[src/rtl/dma_fifo_drain_ctrl.sv]
// Drain controller for the single-clock DMA FIFO.
// Gates producer writes, mirrors the FIFO fill level, requests bus slots in
// bursts of up to BL words once enough data is buffered, and steps the DMA
// word address and the remaining-word count on every granted word.
// All state advances only on clk7_en cycles.
module dma_fifo_drain_ctrl #(
    parameter int FD = 16,  // FIFO depth in words
    parameter int BL = 4,   // maximum burst length in words
    parameter int AW = 20,  // DMA word-address width
    parameter int LW = 14   // transfer-length counter width
) (
    input  logic                  clk,
    input  logic                  rst,
    input  logic                  clk7_en,
    input  logic                  cfg_adr_ld,
    input  logic [AW-1:0]         cfg_adr,
    input  logic                  cfg_len_ld,
    input  logic [LW-1:0]         cfg_len,
    input  logic                  src_wr,
    output logic                  src_full,
    output logic                  fifo_wr_en,
    output logic                  fifo_rd_en,
    input  logic                  fifo_full,
    input  logic                  fifo_empty,
    output logic                  dma_req,
    input  logic                  dma_gnt,
    output logic [AW-1:0]         dma_adr,
    output logic [$clog2(FD):0]   level,
    output logic                  busy,
    output logic                  done
);

    localparam int LVW = $clog2(FD) + 1;
    localparam int BW  = $clog2(BL + 1);

    localparam logic [1:0] S_IDLE  = 2'd0;
    localparam logic [1:0] S_WAIT  = 2'd1;
    localparam logic [1:0] S_BURST = 2'd2;
    localparam logic [1:0] S_DONE  = 2'd3;

    logic [1:0]    state;
    logic [1:0]    state_nxt;
    logic [LW-1:0] rem;
    logic [BW-1:0] bsz;
    logic [BW-1:0] bcnt;

    logic          len_arm;
    logic          abort;
    logic [LW-1:0] burst_need;
    logic          data_ready;
    logic          last_word;
    logic          burst_end;

    // A zero length loaded while a transfer is in flight cancels it; this
    // also suppresses any grant arriving in the same cycle.
    assign len_arm    = cfg_len_ld && (cfg_len != '0);
    assign abort      = cfg_len_ld && (cfg_len == '0) &&
                        ((state == S_WAIT) || (state == S_BURST));

    assign src_full   = fifo_full;
    assign fifo_wr_en = clk7_en & src_wr & ~fifo_full & ~rst;
    assign fifo_rd_en = clk7_en & (state == S_BURST) & dma_gnt & ~abort & ~rst;

    // A burst only starts once every word it will move is already buffered,
    // so reads can never run ahead of the FIFO contents.
    assign burst_need = (rem > LW'(BL)) ? LW'(BL) : rem;
    assign data_ready = (LW'(level) >= burst_need);
    assign last_word  = (rem == LW'(1));
    assign burst_end  = ((bcnt + BW'(1)) == bsz);

    assign busy = (state != S_IDLE);
    assign done = (state == S_DONE);

    // Next-state selection; only consumed on enabled cycles.
    always_comb begin
        // NOTE: default assignment first so every path drives state_nxt and no latch is inferred.
        state_nxt = state;
        case (state)
            S_IDLE: begin
                if (len_arm)
                    state_nxt = S_WAIT;
            end
            S_WAIT: begin
                if (abort)
                    state_nxt = S_IDLE;
                else if (data_ready)
                    state_nxt = S_BURST;
            end
            S_BURST: begin
                if (abort)
                    state_nxt = S_IDLE;
                else if (dma_gnt) begin
                    if (last_word)
                        state_nxt = S_DONE;
                    else if (burst_end)
                        state_nxt = S_WAIT;
                end
            end
            S_DONE:  state_nxt = S_IDLE;
            default: state_nxt = S_IDLE;
        endcase
    end

    // FSM, registered bus request, address and transfer/burst counters.
    always_ff @(posedge clk) begin
        // NOTE: sequential state uses non-blocking assignments so every register samples pre-edge values.
        if (rst) begin
            state   <= S_IDLE;
            dma_req <= 1'b0;
            dma_adr <= '0;
            rem     <= '0;
            bsz     <= '0;
            bcnt    <= '0;
        end else if (clk7_en) begin
            state   <= state_nxt;
            dma_req <= (state_nxt == S_BURST);
            case (state)
                S_IDLE: begin
                    if (cfg_adr_ld)
                        dma_adr <= cfg_adr;
                    if (len_arm)
                        rem <= cfg_len;
                end
                S_WAIT: begin
                    if (abort)
                        rem <= '0;
                    else if (data_ready) begin
                        bsz  <= BW'(burst_need);
                        bcnt <= '0;
                    end
                end
                S_BURST: begin
                    if (abort)
                        rem <= '0;
                    else if (dma_gnt) begin
                        dma_adr <= dma_adr + AW'(1);
                        rem     <= rem - LW'(1);
                        bcnt    <= bcnt + BW'(1);
                    end
                end
                default: ;
            endcase
        end
    end

    // Mirror of the FIFO occupancy, saturating at 0 and FD.
    always_ff @(posedge clk) begin
        if (rst)
            level <= '0;
        else begin
            case ({fifo_wr_en, fifo_rd_en})
                2'b10:   if (level != LVW'(FD)) level <= level + LVW'(1);
                2'b01:   if (level != '0)       level <= level - LVW'(1);
                default: ;
            endcase
        end
    end

    // The mirrored level must agree with the FIFO's own empty flag.
    level_tracks_empty: assert property (
        @(posedge clk) disable iff (rst) ((level == '0) == fifo_empty)
    );

endmodule

[config.mk]
export PLATFORM = sky130hd
export DESIGN_NAME = dma_fifo_drain_ctrl
export DESIGN_NICKNAME = d
export VERILOG_FILES = /design/src/rtl/dma_fifo_drain_ctrl.sv
export SDC_FILE = /design/constraint.sdc
export NUM_CORES = 1
export LEC_CHECK = 0
export CELL_PAD_IN_SITES_DETAIL_PLACEMENT = 0
export CELL_PAD_IN_SITES_GLOBAL_PLACEMENT = 1
export CORE_AREA = 2 2 100 102
export DETAILED_ROUTE_END_ITERATION = 8
export DIE_AREA = 0 0 102 104
export PLACE_DENSITY_LB_ADDON = 0.1
export SETUP_SLACK_MARGIN = 0.15
export SLEW_MARGIN = 20
export SYNTH_ARGS = -nofsm -noshare
export SYNTH_HDL_FRONTEND = slang
export SYNTH_SLANG_ARGS = --single-unit
[constraint.sdc]
create_clock -name clk -period 4.8 [get_ports clk]
set_input_delay 0.96 -clock clk [delete_from_list [all_inputs] [get_ports clk]]
set_output_delay 0.96 -clock clk [all_outputs]
set_load 0.02 [all_outputs]
==> results.py, run 1 <==
metrics = {
    "min_path": {
        "min_from": "bsz[2]",
        "hold_class": "register to register",
        "holdPathStages": 2,
        "min_delay_worst_endpoint": "bsz[2]",
    },
    "power": {
        "report.power.total_w": 0.000974,
        "static-leakage-power_nw": 1.62,
        "ir_worst_vdd_mv": 0.111,
        "pwr_density_cell_nw_per_um2": 223,
    },
    "grt": {
        "grt.met2_usage_pct": 30.8,
        "grt_pass1_vias": 3353,
        "antenna_violations_before_repair": 0,
        "grt.met1_usage_pct": 25.1,
        "met3_global_route_usage_pct": 2.02,
        "grt_pass1_wl_um": 16200,
        "grt_max_degree": 46,
        "grt_util_all_layers_pct": 18.4,
        "aggregate_global_routing_overflow": 0,
        "busiest_layer": "met2",
    },
    "synth": {
        "synthesis.area_um2": 3410,
        "dominantRegCellSynth": "sky130_fd_sc_hd__dfxtp_1",
        "synthCells": 449,
        "syn-mean-instance-area_um2": 7.60,
        "ys_seq_area_share_pct": 28.2,
        "yosys_warnings": 0,
        "synth_cell_type_count": 70,
        "ys_ff_latch": 48,
        "ys_async_sr_fraction_pct": 0,
        "synth-edff-count": 0,
    },
    "floorplanning": {
        "core.rowCount": 36,
        "design.portCount": 74,
        "floorplan.die_area_um2": 10600,
        "die_height_um": 104,
        "floorplan.initialDensity_pct": 35.7,
        "core-area_um2": 9550,
        "die_width_um": 102,
    },
    "timing": {
        "fin_crit_sh_pct": 85.1,
        "slew_viol_final": 0,
        "final_hold_vios": 0,
        "max_clock_freq_ghz": 0.245,
        "worst-slew-pin-transition_ns": 0.954,
        "rsz0062_at_grt": "no",
        "timing.clock.skew_ns": 0.00481,
        "slew_headroom_pct": 35.9,
        "fin_tns_setup_ns": 0,
        "setup-violations-final": 0,
        "period_minus_slack_ns": 4.09,
    },
    "clock_network": {
        "clock_buffers_created_by_tritoncts": 5,
        "postCtsResizedCells": 0,
        "postCtsSetupRepairBufs": 0,
        "cts_tree": "yes",
        "clock_tree.root_cell": "sky130_fd_sc_hd__clkbuf_8",
        "clock_sink_count": 48,
        "cts_hold_buf": 0,
        "htree_num_levels": 2,
        "clock_tree.buffer_depth": 2,
        "path_clk_slew_ns": 0.09,
        "clock_latency_on_the_worst_skew_pair_ns": 0.31,
    },
    "place": {
        "post-dp-hpwl_um": 6910,
        "portBuffers": 72,
        "gpl.final_weighted_congestion": 0.792,
    },
    "finish": {
        "fin_util_pct": 45.7,
        "layout-area-overhead-vs-synth_pct": 28.0,
        "antennaDiodeCount": 0,
        "layout-drive-gt1-share_pct": 6.40,
        "fin_nets": 577,
    },
    "detailed_routing": {
        "vias": 3454,
        "postRouteAntennaNets": 0,
        "routed_wl_um": 9760,
        "route.detailed.drc": 0,
        "vias_per_cell": 5.32,
        "router_iterations_before_antenna_repair": 4,
        "drt_first_iter_violations": 130,
        "avgRoutedWirePerCell_um": 15.0,
    },
    "worst_setup_path": {
        "worstSetupEndpointType": "output pin",
        "worstReg2RegEnd": "bcnt[2]",
        "cp_max_fo": 5,
        "regToRegStartpoint": "rem[5]",
        "timing.reg2reg.worst_path_depth": 11,
        "timing.critical_path.arrival_ns": 3.13,
        "rrSetupSlack_ns": 1.07,
        "worst_setup_path_start_kind": "primary input",
        "critical_path_required_ns": 3.84,
        "criticalPathCategory": "primary input to output pin",
    },
    "outcome": {
        "run_status": "finished, final reports clean",
    },
    "flow_run": {
        "cap_violations": 0,
    },
}
-- through the flow --
step / hold slack [ns] / std cells / setup slack, ns / cell area [um^2]
after floorplan: 0.451 / 450 / 1.24 / 3410
after global placement: 0.471 / 641 / 0.600 / 4280
after detailed placement: 0.474 / 641 / 0.518 / 4280
after CTS: 0.488 / 649 / 0.675 / 4370
after global routing: 0.498 / 649 / 0.464 / 4370
final: 0.495 / 649 / 0.715 / 4370
-- synth_stat cells, types with 7 or more instances --
library cell,instances,area [um^2]
sky130_fd_sc_hd__a211oi_1,12,90.1
sky130_fd_sc_hd__a21oi_1,32,160
sky130_fd_sc_hd__a22oi_1,9,67.6
sky130_fd_sc_hd__clkbuf_1,19,71.3
sky130_fd_sc_hd__dfxtp_1,48,961
sky130_fd_sc_hd__ha_1,18,225
sky130_fd_sc_hd__inv_1,31,116
sky130_fd_sc_hd__mux2i_1,7,70.1
sky130_fd_sc_hd__nand2_1,40,150
sky130_fd_sc_hd__nand3_1,7,35.0
sky130_fd_sc_hd__nand4_1,8,50.1
sky130_fd_sc_hd__nor2_1,47,176
sky130_fd_sc_hd__nor2b_1,9,56.3
sky130_fd_sc_hd__nor3_1,15,75.1
sky130_fd_sc_hd__nor4_1,8,50.1
sky130_fd_sc_hd__o21ai_0,28,140
sky130_fd_sc_hd__o21ai_1,8,40.0
-- area by class of cell --
class | count | area (um^2)
Fill cell | 1031 | 5180
Clock buffer | 8 | 90.1
Sequential cell | 48 | 961
Tap cell | 133 | 166
Multi-Input combinational cell | 348 | 2240
Timing Repair Buffer | 81 | 788
Inverter | 31 | 116
-- registers in the layout, summed over array words and instances, names as in the netlist --
| signal | count |
|---|---|
| dma_adr | 20 |
| rem | 14 |
| level | 5 |
| bcnt | 3 |
| bsz | 3 |
| state | 2 |
| dma_req | 1 |
-- routing by layer --
layer / share of wire, % / up-vias
met5: 0 / -
met4: 1.5 / 0
met3: 3.5 / 11
met2: 47 / 68
met1: 48 / 1604
li1: - / 1771
-- critical path, cell delays in order --
cell and delay [ns]:
sky130_fd_sc_hd__clkdlybuf4s50_1 0.43, sky130_fd_sc_hd__nor4_1 0.65, sky130_fd_sc_hd__a41oi_2 0.25, sky130_fd_sc_hd__nand2_1 0.21, sky130_fd_sc_hd__nor2_1 0.08, sky130_fd_sc_hd__clkdlybuf4s50_1 0.54
-- cells in the final DEF, fill, tap and decap left out, drive strengths merged, types with 12 or more instances in the layout --
master	instances
dfxtp	48
inv	31
o21ai	36
a211oi	12
nor3	15
ha	18
nor2	47
nand2	41
clkdlybuf4s50	72
a21oi	34
-- cells by family after synthesis --
kind of cell	synth area share (%)
buffers and inverters	6.13
AO/OA/AOI/OAI	27.6
multiplexers	2.05
adder cells (fa/ha/maj)	7.19
AND/OR/NAND/NOR	26.3
other	0.110
XOR/XNOR	2.46
flip-flops	28.2
-- worst max path at each step --
stage | start | end | slack, ns
global route | cfg_len[10] | level[4] | 0.46
finish | cfg_len[10] | fifo_rd_en | 0.71
CTS | cfg_len[10] | fifo_rd_en | 0.68
detailed placement | cfg_len[10] | level[4] | 0.52
global placement | cfg_len[10] | level[4] | 0.60
floorplan | cfg_len[9] | level[4] | 1.24
-- report_power, final --
part | leakage (nW) | switching (W) | internal, W
logic | 1.19 | 0.000138 | 0.000127
registers | 0.391 | 0.0000270 | 0.000418
clock network | 0.0455 | 0.000146 | 0.000118
total | 1.62 | 0.000311 | 0.000664
Note: power is estimated with default switching activity, not from simulation.
==> inputs of run 2 (changes only) <==
--- a/config.mk
+++ b/config.mk
@@ -10,6 +10,7 @@
 export CORE_AREA = 2 2 100 102
 export DETAILED_ROUTE_END_ITERATION = 8
 export DIE_AREA = 0 0 102 104
+export HOLD_SLACK_MARGIN = 0.15
 export PLACE_DENSITY_LB_ADDON = 0.1
 export SETUP_SLACK_MARGIN = 0.15
 export SLEW_MARGIN = 20
==> results of run 2 <==
Final layout, timing and power as in run 1 (identical DEF).
==> inputs of run 3 (changes only) <==
--- a/config.mk
+++ b/config.mk
@@ -7,12 +7,13 @@
 export LEC_CHECK = 0
 export CELL_PAD_IN_SITES_DETAIL_PLACEMENT = 0
 export CELL_PAD_IN_SITES_GLOBAL_PLACEMENT = 1
-export CORE_AREA = 2 2 100 102
+export CORE_AREA = 3 3 101 103
 export DETAILED_ROUTE_END_ITERATION = 8
-export DIE_AREA = 0 0 102 104
+export DIE_AREA = 0 0 104 106
 export HOLD_SLACK_MARGIN = 0.15
 export PLACE_DENSITY_LB_ADDON = 0.1
 export SETUP_SLACK_MARGIN = 0.15
+export SKIP_CTS_REPAIR_TIMING = 1
 export SLEW_MARGIN = 20
 export SYNTH_ARGS = -nofsm -noshare
 export SYNTH_HDL_FRONTEND = slang
==> results.py, run 3 (synthesized netlist as in run 1, its figures left out) <==
metrics = {
    "outcome": {
        "run_status": "finished, final reports clean",
    },
    "detailed_routing": {
        "vias_per_cell": 5.40,
        "drt_first_iter_violations": 96,
        "postRouteAntennaNets": 0,
        "route.detailed.drc": 0,
        "vias": 3468,
        "avgRoutedWirePerCell_um": 15.4,
        "routed_wl_um": 9870,
        "router_iterations_before_antenna_repair": 4,
    },
    "power": {
        "internal_power_w": 0.000645,
        "pwr_density_cell_nw_per_um2": 219,
        "proportion_of_power_drawn_by_flip_flops_and_latches_pct": 47.0,
        "power.share.switching_pct": 32.0,
        "power_frac_comb_pct": 27.9,
        "p_sw_w": 0.000303,
        "clock_power_share_pct": 25.0,
        "ir_worst_vdd_mv": 0.112,
        "static-leakage-power_nw": 1.61,
    },
    "worst_setup_path": {
        "cp_max_fo": 5,
        "worstSetupEndpointType": "output pin",
        "cp_slowest_stage_delay_ns": 0.60,
        "crit_family": "buffers and inverters",
        "worst-path-stages": 6,
        "critical_path_required_ns": 3.84,
        "setup.worst_path.start": "cfg_len[4]",
        "timing.reg2reg.worst_path_depth": 11,
        "worst_setup_path_start_kind": "primary input",
        "regToRegStartpoint": "rem[5]",
        "timing.critical_path.arrival_ns": 3.12,
        "critical_path.slowest_cell": "sky130_fd_sc_hd__nor4_1",
        "worstReg2RegEnd": "bcnt[2]",
        "criticalPathCategory": "primary input to output pin",
        "timing.critical_path.mode_cell": "sky130_fd_sc_hd__clkdlybuf4s50_1",
        "rrSetupSlack_ns": 1.12,
        "critical_path.cell_chain": "clkdlybuf4s50_1 > nor4_1 > a41oi_2 > nand2_1 > nor2_1 > clkdlybuf4s50_1",
        "worstPathBufferInverterCount": 2,
        "worst_setup_path_endpoint": "fifo_rd_en",
    },
    "grt": {
        "grt.met2_usage_pct": 31.5,
        "aggregate_global_routing_overflow": 0,
        "grt_util_all_layers_pct": 17.6,
        "grt_pass1_vias": 3337,
        "antenna_violations_before_repair": 0,
        "grt_max_degree": 46,
        "grt.met1_usage_pct": 22.1,
        "grt_pass1_wl_um": 16400,
        "met3_global_route_usage_pct": 3.04,
        "busiest_layer": "met2",
    },
    "floorplanning": {
        "floorplan.initialDensity_pct": 36.7,
        "die_width_um": 104,
        "core-area_um2": 9280,
        "design.portCount": 74,
        "die_height_um": 106,
        "floorplan.die_area_um2": 11000,
        "core.rowCount": 35,
    },
    "finish": {
        "layout_commonest_cell": "sky130_fd_sc_hd__clkdlybuf4s50_1",
        "layout-drive-gt1-share_pct": 6.04,
        "postLayoutCellArea_um2": 4330,
        "fin_nets": 575,
        "fin_util_pct": 46.7,
        "largest_register_ff_count": 20,
        "layout-area-overhead-vs-synth_pct": 27.1,
        "antennaDiodeCount": 0,
        "final_cell_mix": "sky130_fd_sc_hd__clkdlybuf4s50_1, sky130_fd_sc_hd__dfxtp_1, sky130_fd_sc_hd__nor2_1",
        "final_layout_fill_cell_count": 961,
        "registers.top_by_ff_count": "dma_adr",
        "layout_top_registers": "dma_adr (20), rem (14), level (5)",
    },
    "place": {
        "post_dp_cell_area_um2": 4260,
        "gpl.final_weighted_congestion": 0.776,
        "preCtsSetupSlack_ns": 0.569,
        "portBuffers": 72,
        "post-dp-hpwl_um": 7090,
    },
    "clock_network": {
        "clock_buffers_created_by_tritoncts": 5,
        "clock_sink_count": 48,
        "path_clk_slew_ns": 0.09,
        "clock_latency_on_the_worst_skew_pair_ns": 0.30,
        "cts_tree": "yes",
        "clock_tree.root_cell": "sky130_fd_sc_hd__clkbuf_8",
        "clock_tree.buffer_depth": 2,
        "htree_num_levels": 2,
    },
    "timing": {
        "post-route-worst-setup-slack_ns": 0.725,
        "timing.clock.skew_ns": 0.00897,
        "slew_headroom_pct": 43.1,
        "rsz0062_at_grt": "no",
        "max_clock_freq_ghz": 0.245,
        "fin_crit_sh_pct": 84.9,
        "slew_viol_final": 0,
        "final_hold_vios": 0,
        "period_minus_slack_ns": 4.08,
        "worst-slew-pin-transition_ns": 0.848,
        "fin_tns_setup_ns": 0,
        "setup-violations-final": 0,
    },
    "min_path": {
        "hold_class": "register to register",
    },
    "flow_run": {
        "cap_violations": 0,
    },
}
[run 3: cell count changes in the layout (fill, tap and decap cells not counted)]
cell	change
sky130_fd_sc_hd__buf_4	-2
sky130_fd_sc_hd__clkbuf_1	-1
sky130_fd_sc_hd__clkbuf_8	-1
sky130_fd_sc_hd__clkinv_2	+1
[run 3: layer usage]
| layer | up-vias | share of wire (%) |
|---|---|---|
| met1 | 1637 | 46 |
| met3 | 2 | 4.6 |
| li1 | 1761 | - |
| met4 | 0 | 0.36 |
| met5 | - | 0 |
| met2 | 68 | 49 |
[run 3: how the worst min path moves through the flow]
stage          slack [ns]  cells past startpoint           to         from
6_report             0.49                      2       bsz[2]       bsz[2]
2_1_floorplan        0.45                      2       bsz[2]       bsz[2]
4_1_cts              0.50                      2       bsz[2]       bsz[2]
3_5_place_dp         0.48                      2       bsz[2]       bsz[2]
3_3_place_gp         0.47                      2  dma_adr[19]  dma_adr[19]
5_1_grt              0.51                      2       bsz[2]       bsz[2]
[run 3: worst register-to-register path: cells and delay by family, from the launching register on]
family	cells	cell delay [ns]
AO/OA/AOI/OAI	6	1.62
adder cells (fa/ha/maj)	1	0.28
flip-flops	1	0.39
AND/OR/NAND/NOR	4	1.29
[run 3: stage by stage]
stage / std cells / total power (W) / hold WS [ns]
floorplan: 450 / 0.000614 / 0.451
global placement: 635 / 0.000718 / 0.472
detailed placement: 635 / 0.000719 / 0.482
CTS: 642 / 0.000961 / 0.496
global route: 642 / 0.00101 / 0.508
finish: 642 / 0.000948 / 0.494
[run 3: final cells by class]
| type | count | area [um^2] | area share (%) |
|---|---|---|---|
| timing repair buffer | 79 | 773 | 17.8 |
| multi-input combinational | 348 | 2240 | 51.8 |
| sequential | 48 | 961 | 22.2 |
| tap | 129 | 161 | 3.72 |
| clock inverter | 1 | 5.00 | 0.115 |
| inverter | 31 | 116 | 2.68 |
| clock buffer | 6 | 72.6 | 1.67 |
[run 3: power groups by stage]
stage	sequential [W]	combinational [W]	clock (W)
2_1_floorplan	0.000462	0.000152	0
3_3_place_gp	0.000454	0.000264	0
3_5_place_dp	0.000454	0.000265	0
4_1_cts	0.000445	0.000267	0.000249
5_1_grt	0.000450	0.000295	0.000263
6_report	0.000446	0.000265	0.000237
